--- config.mk ---
export PLATFORM = sky130hd
export DESIGN_NAME = onehot_code_expander
export DESIGN_NICKNAME = d
export VERILOG_FILES = /design/src/rtl/codec_pkg.sv /design/src/rtl/onehot_code_expander_hold_counter.sv /design/src/rtl/onehot_code_expander.sv
export SDC_FILE = /design/constraint.sdc
export NUM_CORES = 1
export LEC_CHECK = 0
export CAP_MARGIN = 10
export CORE_MARGIN = 3
export CORE_UTILIZATION = 55
export CTS_BUF_LIST = sky130_fd_sc_hd__clkbuf_4 sky130_fd_sc_hd__clkbuf_8
export DETAILED_ROUTE_END_ITERATION = 7
export PLACE_DENSITY = 0.81
export SLEW_MARGIN = 20
export SYNTH_ARGS = -nofsm -noshare
export SYNTH_HDL_FRONTEND = slang
export SYNTH_HIERARCHICAL = 1
export SYNTH_SLANG_ARGS = --single-unit
--- constraint.sdc ---
create_clock -name clk -period 3.2 [get_ports clk]
set_clock_uncertainty 0.15 [all_clocks]
set_input_delay 0.64 -clock clk [delete_from_list [all_inputs] [get_ports clk]]
set_output_delay 0.64 -clock clk [all_outputs]
set_load 0.02 [all_outputs]
--- src/rtl/codec_pkg.sv ---
// -----------------------------------------------------------------------------
// codec_pkg
// Shared definitions for the one-hot code expander:
//   - CODE_W_DEFAULT : default code width (output width is 2**CODE_W)
//   - CNT_W          : width of the hold/gap down-counter
//   - state_e        : expander FSM states (IDLE, HOLD, GAP)
//   - onehot_of()    : decode of a code index into a one-hot word
//   - parity_of()    : XOR-reduction used for even-parity checking
// -----------------------------------------------------------------------------
package codec_pkg;

  localparam int CODE_W_DEFAULT = 3;
  localparam int CNT_W          = 8;
  localparam int MAX_N          = 256;

  typedef enum logic [1:0] {
    IDLE = 2'd0,
    HOLD = 2'd1,
    GAP  = 2'd2
  } state_e;

  // Wide decode; callers size-cast the result down to their own output width.
  function automatic logic [MAX_N-1:0] onehot_of(input logic [7:0] idx);
    onehot_of = MAX_N'(1) << idx;
  endfunction

  // Even-parity helper: returns the bit that makes the whole word even.
  function automatic logic parity_of(input logic [31:0] v);
    parity_of = ^v;
  endfunction

endpackage

--- src/rtl/onehot_code_expander_hold_counter.sv ---
// -----------------------------------------------------------------------------
// hold_counter
// Loadable 8-bit down-counter shared by the HOLD and GAP phases.
// Ports:
//   clk      - rising-edge clock
//   rst_n    - asynchronous active-low reset (count -> 0)
//   load     - load load_val (has priority over dec)
//   load_val - value to load
//   dec      - decrement by one; saturates at zero
//   zero     - count is zero
// -----------------------------------------------------------------------------
module hold_counter
  import codec_pkg::*;
(
  input  logic             clk,
  input  logic             rst_n,
  input  logic             load,
  input  logic [CNT_W-1:0] load_val,
  input  logic             dec,
  output logic             zero
);

  logic [CNT_W-1:0] count_r;

  // Count register: load wins over decrement, decrement stops at zero.
  always_ff @(posedge clk or negedge rst_n) begin
    if (!rst_n) begin
      count_r <= 8'd0;
    end else if (load) begin
      count_r <= load_val;
    end else if (dec && (count_r != 8'd0)) begin
      count_r <= count_r - 8'd1;
    end else begin
      count_r <= count_r;
    end
  end

  assign zero = (count_r == 8'd0);

endmodule

--- src/rtl/onehot_code_expander.sv ---
// -----------------------------------------------------------------------------
// onehot_code_expander
// Accepts an encoded index over a valid/ready handshake and drives a
// registered one-hot line for HOLD_CYCLES cycles, pulses done, then keeps
// the block busy for GAP_CYCLES idle cycles before accepting again.
// abort cancels a hold or gap; abort also blocks acceptance while idle.
//
// Optional feature (macro CODE_PARITY_EN): adds code_par (even parity over
// {code, code_en}) and par_err; a code with bad parity is dropped and
// par_err pulses for one cycle.
//
// Ports:
//   clk, rst_n  - clock, asynchronous active-low reset
//   code_valid  - code word present
//   code_ready  - block can accept (IDLE, no abort, out of reset)
//   code        - encoded index
//   code_en     - 0: code consumed without producing output
//   code_par    - (CODE_PARITY_EN) even parity over {code, code_en}
//   abort       - cancel current hold/gap
//   onehot      - registered one-hot output
//   busy        - high in HOLD or GAP
//   done        - one-cycle pulse after a hold completes normally
//   par_err     - (CODE_PARITY_EN) one-cycle pulse on dropped bad-parity code
// -----------------------------------------------------------------------------
module onehot_code_expander
  import codec_pkg::*;
#(
  parameter int CODE_W      = CODE_W_DEFAULT,
  parameter int HOLD_CYCLES = 4,
  parameter int GAP_CYCLES  = 1
) (
  input  logic                   clk,
  input  logic                   rst_n,
  input  logic                   code_valid,
  output logic                   code_ready,
  input  logic [CODE_W-1:0]      code,
  input  logic                   code_en,
`ifdef CODE_PARITY_EN
  input  logic                   code_par,
  output logic                   par_err,
`endif
  input  logic                   abort,
  output logic [(2**CODE_W)-1:0] onehot,
  output logic                   busy,
  output logic                   done
);

  localparam int               N         = 2**CODE_W;
  localparam logic [CNT_W-1:0] HOLD_LOAD = CNT_W'(HOLD_CYCLES - 1);
  localparam logic [CNT_W-1:0] GAP_LOAD  = CNT_W'((GAP_CYCLES > 0) ? (GAP_CYCLES - 1) : 0);
  localparam logic             HAS_GAP   = (GAP_CYCLES > 0);

  state_e           state_r;
  logic             accept;
  logic             par_ok;
  logic             start_hold;
  logic             cnt_load;
  logic             cnt_dec;
  logic             cnt_zero;
  logic [CNT_W-1:0] cnt_val;
  logic [N-1:0]     onehot_nx;

  // Ready is held low during reset even though the state register reads IDLE.
  assign code_ready = rst_n & (state_r == IDLE) & ~abort;
  assign accept     = code_valid & code_ready;

`ifdef CODE_PARITY_EN
  assign par_ok = (code_par == parity_of(32'({code, code_en})));
`else
  assign par_ok = 1'b1;
`endif

  assign start_hold = accept & code_en & par_ok;
  assign onehot_nx  = N'(onehot_of(8'(code)));

  // Counter control: load on entry to HOLD/GAP, count down while in them.
  always_comb begin
    cnt_load = 1'b0;
    cnt_val  = 8'd0;
    cnt_dec  = 1'b0;
    case (state_r)
      IDLE: begin
        if (start_hold) begin
          cnt_load = 1'b1;
          cnt_val  = HOLD_LOAD;
        end else begin
          cnt_load = 1'b0;
        end
      end
      HOLD: begin
        if (abort) begin
          cnt_dec = 1'b0;
        end else if (cnt_zero) begin
          if (HAS_GAP) begin
            cnt_load = 1'b1;
            cnt_val  = GAP_LOAD;
          end else begin
            cnt_load = 1'b0;
          end
        end else begin
          cnt_dec = 1'b1;
        end
      end
      GAP: begin
        if (!abort && !cnt_zero) begin
          cnt_dec = 1'b1;
        end else begin
          cnt_dec = 1'b0;
        end
      end
      default: begin
        cnt_load = 1'b0;
      end
    endcase
  end

  hold_counter u_hold_counter (
    .clk      (clk),
    .rst_n    (rst_n),
    .load     (cnt_load),
    .load_val (cnt_val),
    .dec      (cnt_dec),
    .zero     (cnt_zero)
  );

  // Expander FSM with registered onehot/busy/done.
  always_ff @(posedge clk or negedge rst_n) begin
    if (!rst_n) begin
      state_r <= IDLE;
      onehot  <= '0;
      busy    <= 1'b0;
      done    <= 1'b0;
    end else begin
      done <= 1'b0;
      case (state_r)
        IDLE: begin
          if (start_hold) begin
            state_r <= HOLD;
            onehot  <= onehot_nx;
            busy    <= 1'b1;
          end else begin
            onehot  <= '0;
            busy    <= 1'b0;
          end
        end
        HOLD: begin
          if (abort) begin
            state_r <= IDLE;
            onehot  <= '0;
            busy    <= 1'b0;
          end else if (cnt_zero) begin
            onehot  <= '0;
            done    <= 1'b1;
            state_r <= HAS_GAP ? GAP : IDLE;
            busy    <= HAS_GAP;
          end else begin
            state_r <= HOLD;
          end
        end
        GAP: begin
          if (abort || cnt_zero) begin
            state_r <= IDLE;
            busy    <= 1'b0;
          end else begin
            state_r <= GAP;
          end
        end
        default: begin
          state_r <= IDLE;
          onehot  <= '0;
          busy    <= 1'b0;
        end
      endcase
    end
  end

`ifdef CODE_PARITY_EN
  // One-cycle flag for an accepted code whose parity does not check.
  always_ff @(posedge clk or negedge rst_n) begin
    if (!rst_n) begin
      par_err <= 1'b0;
    end else begin
      par_err <= accept & ~par_ok;
    end
  end
`endif

endmodule

==> summary.txt <==
Largest net degree at the start of global routing: 15
IO Port Bufs: 18
Post-synth top area share: 40.0%
Sw frac: 39.9%
Deepest clock path buffer count: 2
Critical path capture point type: register
Final Max Slew Viols: 0
Run status: complete, no violations
P_sw: 0.000368 W
Distinct cells, synth: 48
I/O pins: 19
R2R setup slack: 240 ps
Initial Utilization: 60.7%
Yosys warns: 6
Int Power: 0.000555 W
RSZ-0062 raised after global routing: no
CP arrival: 3010 ps
Post-Synthesis Cells: 126
Fmax: 337 MHz
First-pass detailed-route iteration total: 4
Design area: 0.00154 mm²
Final Hold Viols: 0
CTS-repair resized insts: 0
Setup TNS: 0 ps
FF-to-FF path depth: 9
ANT nets after route: 0
Met2 Use GR: 33.5%
Total global-route track usage: 21.5%
Part of the power in registers: 42.3%
Syn Std Cell Area: 0.00125 mm²
Vias in the first global route: 1,002
Placed Area: 0.00150 mm²
# rows: 16
Net count, final: 170
Setup bufs post-CTS: 0
Worst-path clk slew: 120 ps
Synth Area per Inst: 9.93 µm²
P_leak: 0.661 nW
Root Buffer: clkbuf_4
Initial antenna violation count: 0
Number of synthesized flops with an enable pin: 0
H-tree depth: 1
CTS tree: built
Top cells by area, synth: dfrtp_1 40%, ha_1 6.0%, o21ai_0 4.8%
Crit path launch type: register
HPWL after DPL: 2.07 mm
Share of cells above drive strength 1: 13.5%
Vias per Instance: 6.04
First-pass GRT wire length: 4.62 mm
RR Startpoint: u_hold_counter/count_r[0]
Main synth FF type: dfrtp_1
Routed len/inst: 15.1 µm
GP Congestion: 0.931
Placed cells: 178
Worst-path fanout max: 10
Area leader, netlist: dfrtp_1
Post-Layout Cell Count: 182
Worst skew pair latency: 300 ps
Hold depth: 2
Final wirelength: 2.75 mm
Ys async rst share: 100%
CTS Sinks: 20
Finish-stage setup viols: 0
Setup CP Type: register to register
# DRC: 0
Worst hold path class: register to register
Grt peak-use layer: met2
Power share of the clock group: 16.0%
RR Endpoint: u_hold_counter/count_r[7]
Die area: 0.00288 mm²
Grt met1 use: 31.5%
Slew @ Worst Pin: 625 ps
DRT iter0 DRCs: 24
Core area: 0.00206 mm²
Slew headroom: 58.0%
Hold_buf cts: 0
DR vias: 1,100
CP Data Required Time: 3240 ps
Combinational share of power: 41.7%
Die Ht: 53.7 µm
Max-cap check violation count: 0
Worst Hold Launch: onehot[6]
Register area share after synthesis: 40.0%
Antenna Cells: 0
Period utilisation layout: 92.6%
Max IR drop VDD: 0.440 mV
Met3 Usage GRT: 2.77%
Congestion Overflow GR: 0
Yosys reg bits: 20
Worst-case hold path end point: onehot[6]
Post-route minimum period: 2960 ps
PwrDens: 601 mW/mm²
Synth-to-layout area growth: 22.9%
Die width: 53.7 µm
TritonCTS Buffers: 3
## critical path, cell delays in order (launching register included)
cell and delay, ps:
dfrtp_1 420, inv_1 120, ha_1 240, or3b_2 500, nor2_1 150, nand2_1 120, o21ai_0 320, clkinv_1 340
o311a_1 230, a221o_1 270
## worst max-delay path by stage
stage / start / end / slack (ps) / cells after the start
final: u_hold_counter/count_r[0] / u_hold_counter/count_r[7] / 240 / 9
after floorplan: u_hold_counter/count_r[0] / u_hold_counter/count_r[7] / 300 / 9
after detailed placement: abort / u_hold_counter/count_r[7] / 250 / 7
after global placement: abort / u_hold_counter/count_r[7] / 300 / 5
after CTS: u_hold_counter/count_r[0] / u_hold_counter/count_r[7] / 290 / 9
after global routing: u_hold_counter/count_r[0] / u_hold_counter/count_r[7] / 70 / 9
## layout by cell type (no fill, tap or decap), drive strengths merged, types with 2 or more instances in the layout
cell	netlist	layout
o41ai	2	2
nand2	7	7
conb	1	6
dfrtp	20	20
nor4	2	2
a211o	2	2
a21oi	4	4
o21ai	12	12
ha	6	6
nor3	3	3
a221o	2	2
nand2b	4	4
nor2	9	9
clkdlybuf4s50	0	18
nor3b	4	4
clkbuf	2	4
inv	6	6
o31ai	7	7
a31oi	2	2
or3b	2	2
or4	3	3
nand3	3	3
nand4	2	2
buf	3	7
## per-layer routing
| layer | share of wire, % | wire length, µm |
|---|---|---|
| met1 | 46 | 1250 |
| met2 | 49 | 1340 |
| met3 | 5.7 | 158 |
| met4 | 0 | 0 |
| met5 | 0 | 0 |
## power groups by stage
stage | combinational [W] | sequential [W] | clock, W
detailed placement | 0.000377 | 0.000392 | 0
CTS | 0.000378 | 0.000389 | 0.000150
finish | 0.000385 | 0.000391 | 0.000148
floorplan | 0.000283 | 0.000377 | 0
global route | 0.000431 | 0.000401 | 0.000159
global placement | 0.000360 | 0.000386 | 0
## per-stage QoR
stage	utilization [%]	total power (W)	setup WS, ps	hold slack, ps
after global placement	72.8	0.000746	303	345
after global routing	74.6	0.000991	72.9	421
after detailed placement	72.8	0.000768	253	362
final	74.6	0.000924	237	385
after CTS	74.6	0.000916	286	387
after floorplan	-	0.000660	302	194
## logic make-up after synthesis
family,after synthesis,share of synthesized area [%]
fa+ha+maj,6,6.00
flops,20,40.0
mux,1,0.900
compound gates,40,25.2
simple gates,46,22.7
buf+inv,12,4.90
other cells,1,0.300
## sequential cells by signal, indices dropped and copies added (netlist names)
signal                  flops
busy                        1
done                        1
onehot                      8
state_r                     2
u_hold_counter/count_r      8
## final cells by class
type                       count  area (µm²)
multi-input combinational     99         708
fill                         141         524
sequential                    20         500
timing repair buffer          25         233
clock buffer                   4        36.3
tap                           27        33.8
inverter                       7        26.3
## synthesized netlist by cell type (2+ instances only)
master	number
a21oi_1	4
a221o_1	2
a31oi_1	2
buf_6	2
clkbuf_1	2
dfrtp_1	20
ha_1	6
inv_1	6
nand2_1	7
nand2b_1	4
nand3_1	2
nand4_1	2
nor2_1	9
nor3_1	3
nor3b_1	3
nor4_1	2
o21ai_0	12
o31ai_1	5
o31ai_2	2
or4_1	3
No activity file was read; power rests on OpenSTA's default activity.
